File: src/rtl/pc_fetch_unit.sv
// Program-counter and fetch-request unit: owns the architectural PC, picks the
// next PC from sequential/relative/indirect/trap-return sources, and handshakes with imem.
module pc_fetch_unit #(
    parameter int               XLEN      = 32,
    parameter logic [XLEN-1:0]  RESET_VEC = '0,
    parameter int               CNT_W     = 32
) (
    input  logic                    clk,
    input  logic                    reset,
    input  logic                    stall,
    input  logic [1:0]              sel,
    input  logic signed [XLEN-1:0]  imm_pc_off,
    input  logic [XLEN-1:0]         pc_from_reg,
    input  logic                    trap_take,
    input  logic [XLEN-1:0]         trap_vec,
    input  logic                    fetch_ack,
    output logic [XLEN-1:0]         iaddr,
    output logic                    fetch_req,
    output logic                    fault,
    output logic [XLEN-1:0]         fault_addr,
    output logic [XLEN-1:0]         saved_pc,
    output logic [CNT_W-1:0]        fetch_count
);

    localparam logic [1:0] ST_IDLE  = 2'd0;
    localparam logic [1:0] ST_REQ   = 2'd1;
    localparam logic [1:0] ST_FAULT = 2'd2;

    logic [1:0]      state;
    logic [XLEN-1:0] next_pc;
    logic            next_misaligned;
    logic            advance;

    always_comb begin
        next_pc = iaddr + XLEN'(4);
        case (sel)
            2'b00: next_pc = iaddr + XLEN'(4);
            2'b01: next_pc = $unsigned($signed(iaddr) + imm_pc_off);
            2'b10: next_pc = {pc_from_reg[XLEN-1:1], 1'b0};
            2'b11: next_pc = saved_pc;
            default: next_pc = iaddr + XLEN'(4);
        endcase
    end

    assign next_misaligned = |next_pc[1:0];
    assign advance         = fetch_ack && !stall;

    // fetch_req is a pure state decode, so no input reaches it combinationally
    assign fetch_req = (state == ST_REQ);

    always_ff @(posedge clk) begin
        if (!reset) begin
            state       <= ST_IDLE;
            iaddr       <= RESET_VEC;
            fault       <= 1'b0;
            fault_addr  <= '0;
            saved_pc    <= '0;
            fetch_count <= '0;
        end else if (trap_take) begin
            iaddr      <= {trap_vec[XLEN-1:2], 2'b00};
            saved_pc   <= iaddr;
            fault      <= 1'b0;
            fault_addr <= '0;
            state      <= ST_REQ;
        end else begin
            case (state)
                ST_IDLE: state <= ST_REQ;
                ST_REQ: begin
                    if (advance) begin
                        if (next_misaligned) begin
                            state      <= ST_FAULT;
                            fault      <= 1'b1;
                            fault_addr <= next_pc;
                        end else begin
                            iaddr       <= next_pc;
                            fetch_count <= fetch_count + CNT_W'(1);
                        end
                    end
                end
                // Only trap_take or reset leave FAULT; both are handled above
                ST_FAULT: state <= ST_FAULT;
                default:  state <= ST_IDLE;
            endcase
        end
    end

endmodule

File: config.mk
export PLATFORM = sky130hd
export DESIGN_NAME = pc_fetch_unit
export DESIGN_NICKNAME = d
export VERILOG_FILES = /design/src/rtl/pc_fetch_unit.sv
export SDC_FILE = /design/constraint.sdc
export NUM_CORES = 1
export LEC_CHECK = 0
export CAP_MARGIN = 10
export CORE_MARGIN = 2
export CORE_UTILIZATION = 30
export DETAILED_ROUTE_END_ITERATION = 8
export GPL_TIMING_DRIVEN = 0
export SYNTH_ARGS = -nofsm -noshare
export SYNTH_HDL_FRONTEND = slang
export SYNTH_SLANG_ARGS = --single-unit
File: constraint.sdc
create_clock -name clk -period 7.95 [get_ports clk]
set_clock_uncertainty 0.05 [all_clocks]
set_input_delay 1.59 -clock clk [delete_from_list [all_inputs] [get_ports clk]]
set_output_delay 1.59 -clock clk [all_outputs]
set_load 0.02 [all_outputs]
## Word-level counts from Yosys, hierarchy flattened

Index checks and enable logic that the tools add are counted.

- Bits in registers: 131
- Bits of input ports: 103
- Output and inout port bits: 130

- Add/sub/neg operators: 3
- Equal/unequal tests: 10
- Mux-type cells: 9
- Bitwise operators: 3
- Reduce and logical (&&, ||, !) cells: 14

Operators by type and width:

| operator | count |
|---|---|
| $mux W32 | 4 |
| $pmux W32 S4 | 1 |
| $add A32 B1 Y32 const B | 1 |
| $add A32 B3 Y32 const B | 1 |
| $add A32 B32 Y32 | 1 |
| $reduce_and A3 Y1 | 3 |
| $eq A2 B2 Y1 const B | 3 |
| $ne A3 B2 Y1 const B | 2 |
| $pmux W2 S3 | 1 |
| $eq A2 B1 Y1 const B | 2 |
| $logic_not A2 Y1 | 2 |
| $mux W2 | 2 |
| $ne A2 B1 Y1 const B | 2 |
| $reduce_and A2 Y1 | 2 |
| $reduce_and A4 Y1 | 1 |
| $reduce_bool A2 Y1 | 2 |
| $reduce_or A2 Y1 | 2 |
| $not A1 Y1 | 3 |
| $ne A2 B2 Y1 const B | 1 |
| $logic_and A1 B1 Y1 | 1 |
| $logic_not A1 Y1 | 1 |
| $mux W1 | 1 |

## Longest topological paths before layout

Gate-level depths: netlist (run 1).

- Depth in word-level cells: 7
- Gate-level depth with buffers: 13

## Worst setup path before layout (run 1)

No wires, ideal clock.

- Kind: input to register
- Start: input imm_pc_off[0]
- End: register fetch_count[29]
- Library setup time: 115 ps
- Data arrival time: 4242 ps
- Required time: 7785 ps
- Setup slack: 3543 ps
- Cell stages on the path: 13
- Buffers on the path: 1
- Path through: ha_1 inv_1 fa_1 inv_1 mux4_2 nor4_4 nand4_2 nor2_2 and2_1 buf_4 nand4_1 xnor2_1 and2_1

- Cells in the longest elaborated chain, start to end: 5

Ends and longest elaborated chain:

| what | RTL line | text |
|---|---|---|
| from (decl) | 12 | `input logic signed [XLEN-1:0] imm_pc_off,` |
| $add A32 B32 Y32 | 38 | `2'b01: next_pc = $unsigned($signed(iaddr) + imm_pc_off);` |
| $pmux W32 S4 | 36 | `case (sel)` |
| $reduce_or A2 Y1 | 45 | `assign next_misaligned = \|next_pc[1:0];` |
| $not A1 Y1 (no source line) | n/a |  |
| $reduce_and A4 Y1 (no source line) | n/a |  |
| to (signal assigned) | 76 | `fetch_count <= fetch_count + CNT_W'(1);` |
| to (decl) | 22 | `output logic [CNT_W-1:0] fetch_count` |

No other way between the ends.
A chain may end at the register's enable or synchronous reset.

## Final worst setup path (run 1)

- Start: input imm_pc_off[0]
- End: register iaddr[27]

- Cells in the longest elaborated chain, start to end: 6

Ends and longest elaborated chain:

| what | RTL line | text |
|---|---|---|
| $add A32 B32 Y32 (*) | 38 |  |
| $pmux W32 S4 (*) | 36 |  |
| $mux W32 | 70 | `if (next_misaligned) begin` |
| $mux W32 | 69 | `if (advance) begin` |
| $mux W32 | 66 | `case (state)` |
| $mux W32 | 59 | `end else if (trap_take) begin` |
| to (signal assigned) | 60 | `iaddr <= {trap_vec[XLEN-1:2], 2'b00};` |
| to (signal assigned) | 75 | `iaddr <= next_pc;` |
| to (decl) | 17 | `output logic [XLEN-1:0] iaddr,` |

Mark *: on every way between the ends. The rest lies on a longest branch, timed or not. The select of a mux whose other input is x is not followed.

==> impl_metrics.py, run 1 <==
metrics = {
    "min_path": {
        "hp-class": "flop to flop",
    },
    "floorplanning": {
        "coreArea_um2": 27000,
        "fp.dieArea_um2": 28800,
        "die_y_um": 170,
        "boundaryPins": 233,
        "fp-row-count": 60,
        "initial_core_util": 0.305,
        "die_width_um": 170,
    },
    "timing": {
        "holdWs_ns": 0.402,
        "finalCriticalPeriod_ns": 4.85,
        "hold_viol": 0,
        "setup_tns_ns": 0,
        "rsz0062_at_grt": "no",
        "setup_viol": 0,
        "drv_slew": 0,
        "slew_headroom": 0.289,
        "tightest_slew_ns": 1.07,
        "period_share": 0.611,
        "fmaxAchievable_mhz": 206,
        "final.setup.worst_slack_ns": 3.10,
    },
    "setup_path": {
        "required_ns": 8.26,
        "path_class": "primary input to flop",
        "end_kind": "flop",
        "start_kind": "primary input",
        "arrival_ns": 5.17,
        "path_max_fanout": 10,
    },
    "global_routing": {
        "overflow": 0,
        "grt_pass1_vias": 7883,
        "grt_antenna_before_repair": 0,
        "grt.total_usage": 0.223,
        "grt_max_degree": 17,
        "grt_first_pass_wirelength_mm": 48.1,
    },
    "clock_tree": {
        "cts_tree": "yes",
        "cts_resized": 0,
        "clockBufferDepth": 2,
        "htreeDepth": 4,
        "cts_sinks": 131,
        "clkTransAtPathRegs_ns": 0.07,
        "holdBufCountCts": 0,
        "cts_root_buffer": "clkbuf_16",
        "cts_buffers": 17,
        "clock_latency_ns": 0.43,
        "cts_setup_buffers": 0,
    },
    "yosys": {
        "synth_edf_count": 0,
        "yosysWarnings": 0,
        "synth-xor-area-share": 0.0777,
        "synth_top_family_by_area": "simple AND/OR/NAND/NOR gates",
        "synth.distinct_cells": 63,
        "ys_ff_latch": 131,
        "avgSynthCellArea_um2": 8.37,
        "postSynthCellCount": 983,
        "syn_nets": 1122,
        "synthSimpleGateAreaFrac": 0.225,
        "seq_area_frac_synth": 0.319,
        "yosys-mux-area-fraction": 0.106,
        "synth_async_sr_flop_share": 0,
        "yosys.area_share.adder": 0.0556,
        "synth-compound-area-share": 0.183,
        "ys.flop_type": "dfxtp_1",
        "syn_area_um2": 8230,
    },
    "drt": {
        "first_pass_iters": 5,
        "drt_iter0_drc": 764,
        "wl_per_cell_um": 20.6,
        "vias": 8430,
        "drcViolationCount": 0,
        "ant_nets": 0,
        "wl_mm": 32.5,
        "routed_via_density": 5.33,
    },
    "layout": {
        "diodes": 0,
        "layout_common_cells": "clkdlybuf4s50_1 (225), dfxtp_1 (131), nand2_1 (94)",
        "syn_to_final_growth_pct": 40.2,
        "drive_gt1_frac": 0.0500,
        "finalNonFillerCells": 1581,
        "mostFrequentLayoutCell": "clkdlybuf4s50_1",
        "layout.nets": 1366,
    },
    "power": {
        "clockPowerShare": 0.433,
        "finalPower_w": 0.00200,
        "power_density_nw_per_um2": 173,
        "intPower_w": 0.00140,
        "p_leak_nw": 4.29,
        "p_sw_frac": 0.301,
        "power.share.sequential": 0.356,
        "peakVddDrop_mv": 0.131,
        "pwr-share-comb": 0.211,
        "power_switching_w": 0.000600,
    },
    "flow_run": {
        "drv_cap": 0,
    },
    "placed_design": {
        "io_buffers": 225,
        "place_ws_ns": 2.68,
        "hpwl_mm": 25.2,
        "gp_congestion": 0.935,
        "place_inst": 1549,
    },
    "status": {
        "status": "finished, final reports clean",
    },
}
[registers in the layout (all words and copies together) (netlist names)]
register / count
fault_addr: 32
fetch_count: 32
iaddr: 32
saved_pc: 32
state: 2
fault: 1
[power groups by stage]
stage / Sequential, W / Combinational (W) / Clock (W)
finish: 0.000711 / 0.000421 / 0.000864
global route: 0.000713 / 0.000454 / 0.000901
CTS: 0.000710 / 0.000416 / 0.000869
detailed placement: 0.000724 / 0.000414 / 0
global placement: 0.000724 / 0.000412 / 0
floorplan: 0.000734 / 0.000224 / 0
[worst paths after layout]
| kind | startpoint | end | slack (ns) | depth (start not counted) |
|---|---|---|---|---|
| setup reg to reg | iaddr[0]$_SDFFE_PP0P_ | iaddr[27]$_SDFFE_PN0P_ | 4.27 | 9 |
| hold / removal | fault_addr[0]$_SDFFE_PP0P_ | fault_addr[0]$_SDFFE_PP0P_ | 0.40 | 2 |
| setup / recovery | imm_pc_off[0] | iaddr[27]$_SDFFE_PN0P_ | 3.10 | 10 |
| hold reg to reg | fault_addr[0]$_SDFFE_PP0P_ | fault_addr[0]$_SDFFE_PP0P_ | 0.40 | 2 |
[per-stage QoR]
stage / utilization / instance area, um2
2_1_floorplan: - / 8230
3_3_place_gp: 0.405 / 10900
3_5_place_dp: 0.405 / 10900
4_1_cts: 0.428 / 11500
5_1_grt: 0.428 / 11500
6_report: 0.428 / 11500
[worst max-delay path: stages]
cell             delay, ns
clkdlybuf4s50_1       0.48
ha_1                  0.22
inv_1                 0.07
fa_1                  0.48
inv_1                 0.04
mux4_2                0.55
nor3_2                0.71
clkbuf_1              0.71
nand3_1               0.15
a21oi_1               0.16
[final cells by class]
class | count | area, um2
multi-input cells | 782 | 5330
inverters | 16 | 60.1
repair buffers | 225 | 2250
well taps | 341 | 427
plain buffers | 54 | 221
clock buffers | 17 | 425
clock inverters | 15 | 205
flip-flops and latches | 131 | 2620
fillers | 2689 | 15400
[synthesized netlist by cell type (9+ instances only)]
library cell,count,area (um2)
or3_1,11,68.8
o211ai_1,11,82.6
and3_1,23,144
xnor2_1,53,464
ha_1,35,438
clkbuf_1,43,161
and2_1,27,169
xor2_1,20,175
nor2_1,66,248
a21oi_1,87,435
nor3_1,22,110
nor2b_1,39,244
nand2b_1,12,75.1
nand4_1,13,81.3
o21ai_0,56,280
a211oi_1,9,67.6
mux4_2,16,360
mux2i_1,50,500
dfxtp_1,131,2620
nand3_1,33,165
a21o_1,16,120
nand2_1,94,353
inv_1,15,56.3
[per-layer routing]
metal	up-vias	GRT usage	share of wire
li1	4017	-	-
met1	3996	0.310	0.46
met2	370	0.348	0.45
met3	47	0.0394	0.073
met4	0	0.0754	0.025
met5	-	0	0
[cell families after synthesis]
logic type	after synthesis
AND/OR/NAND/NOR	360
AO/OA/AOI/OAI	246
flip-flops	131
XOR/XNOR	73
buffers and inverters	70
multiplexers	67
adder cells (fa/ha/maj)	36
(Power assumes the default switching activity.)
==> run 2, diff against run 1 <==
- clock period: 7.95 -> 4.9 ns (I/O delays scaled with it)
==> results of run 2 <==
Same layout as run 1 (identical final DEF). Status: finished, final reports clean.
Main changes from that run: setup slack after placement 2.68 ns -> 0.243 ns; setup slack after layout 3.10 ns -> 0.656 ns; register-to-register setup slack 4.27 ns -> 1.22 ns; total power 0.00200 W -> 0.00324 W; worst IR drop on VDD 0.131 mV -> 0.212 mV
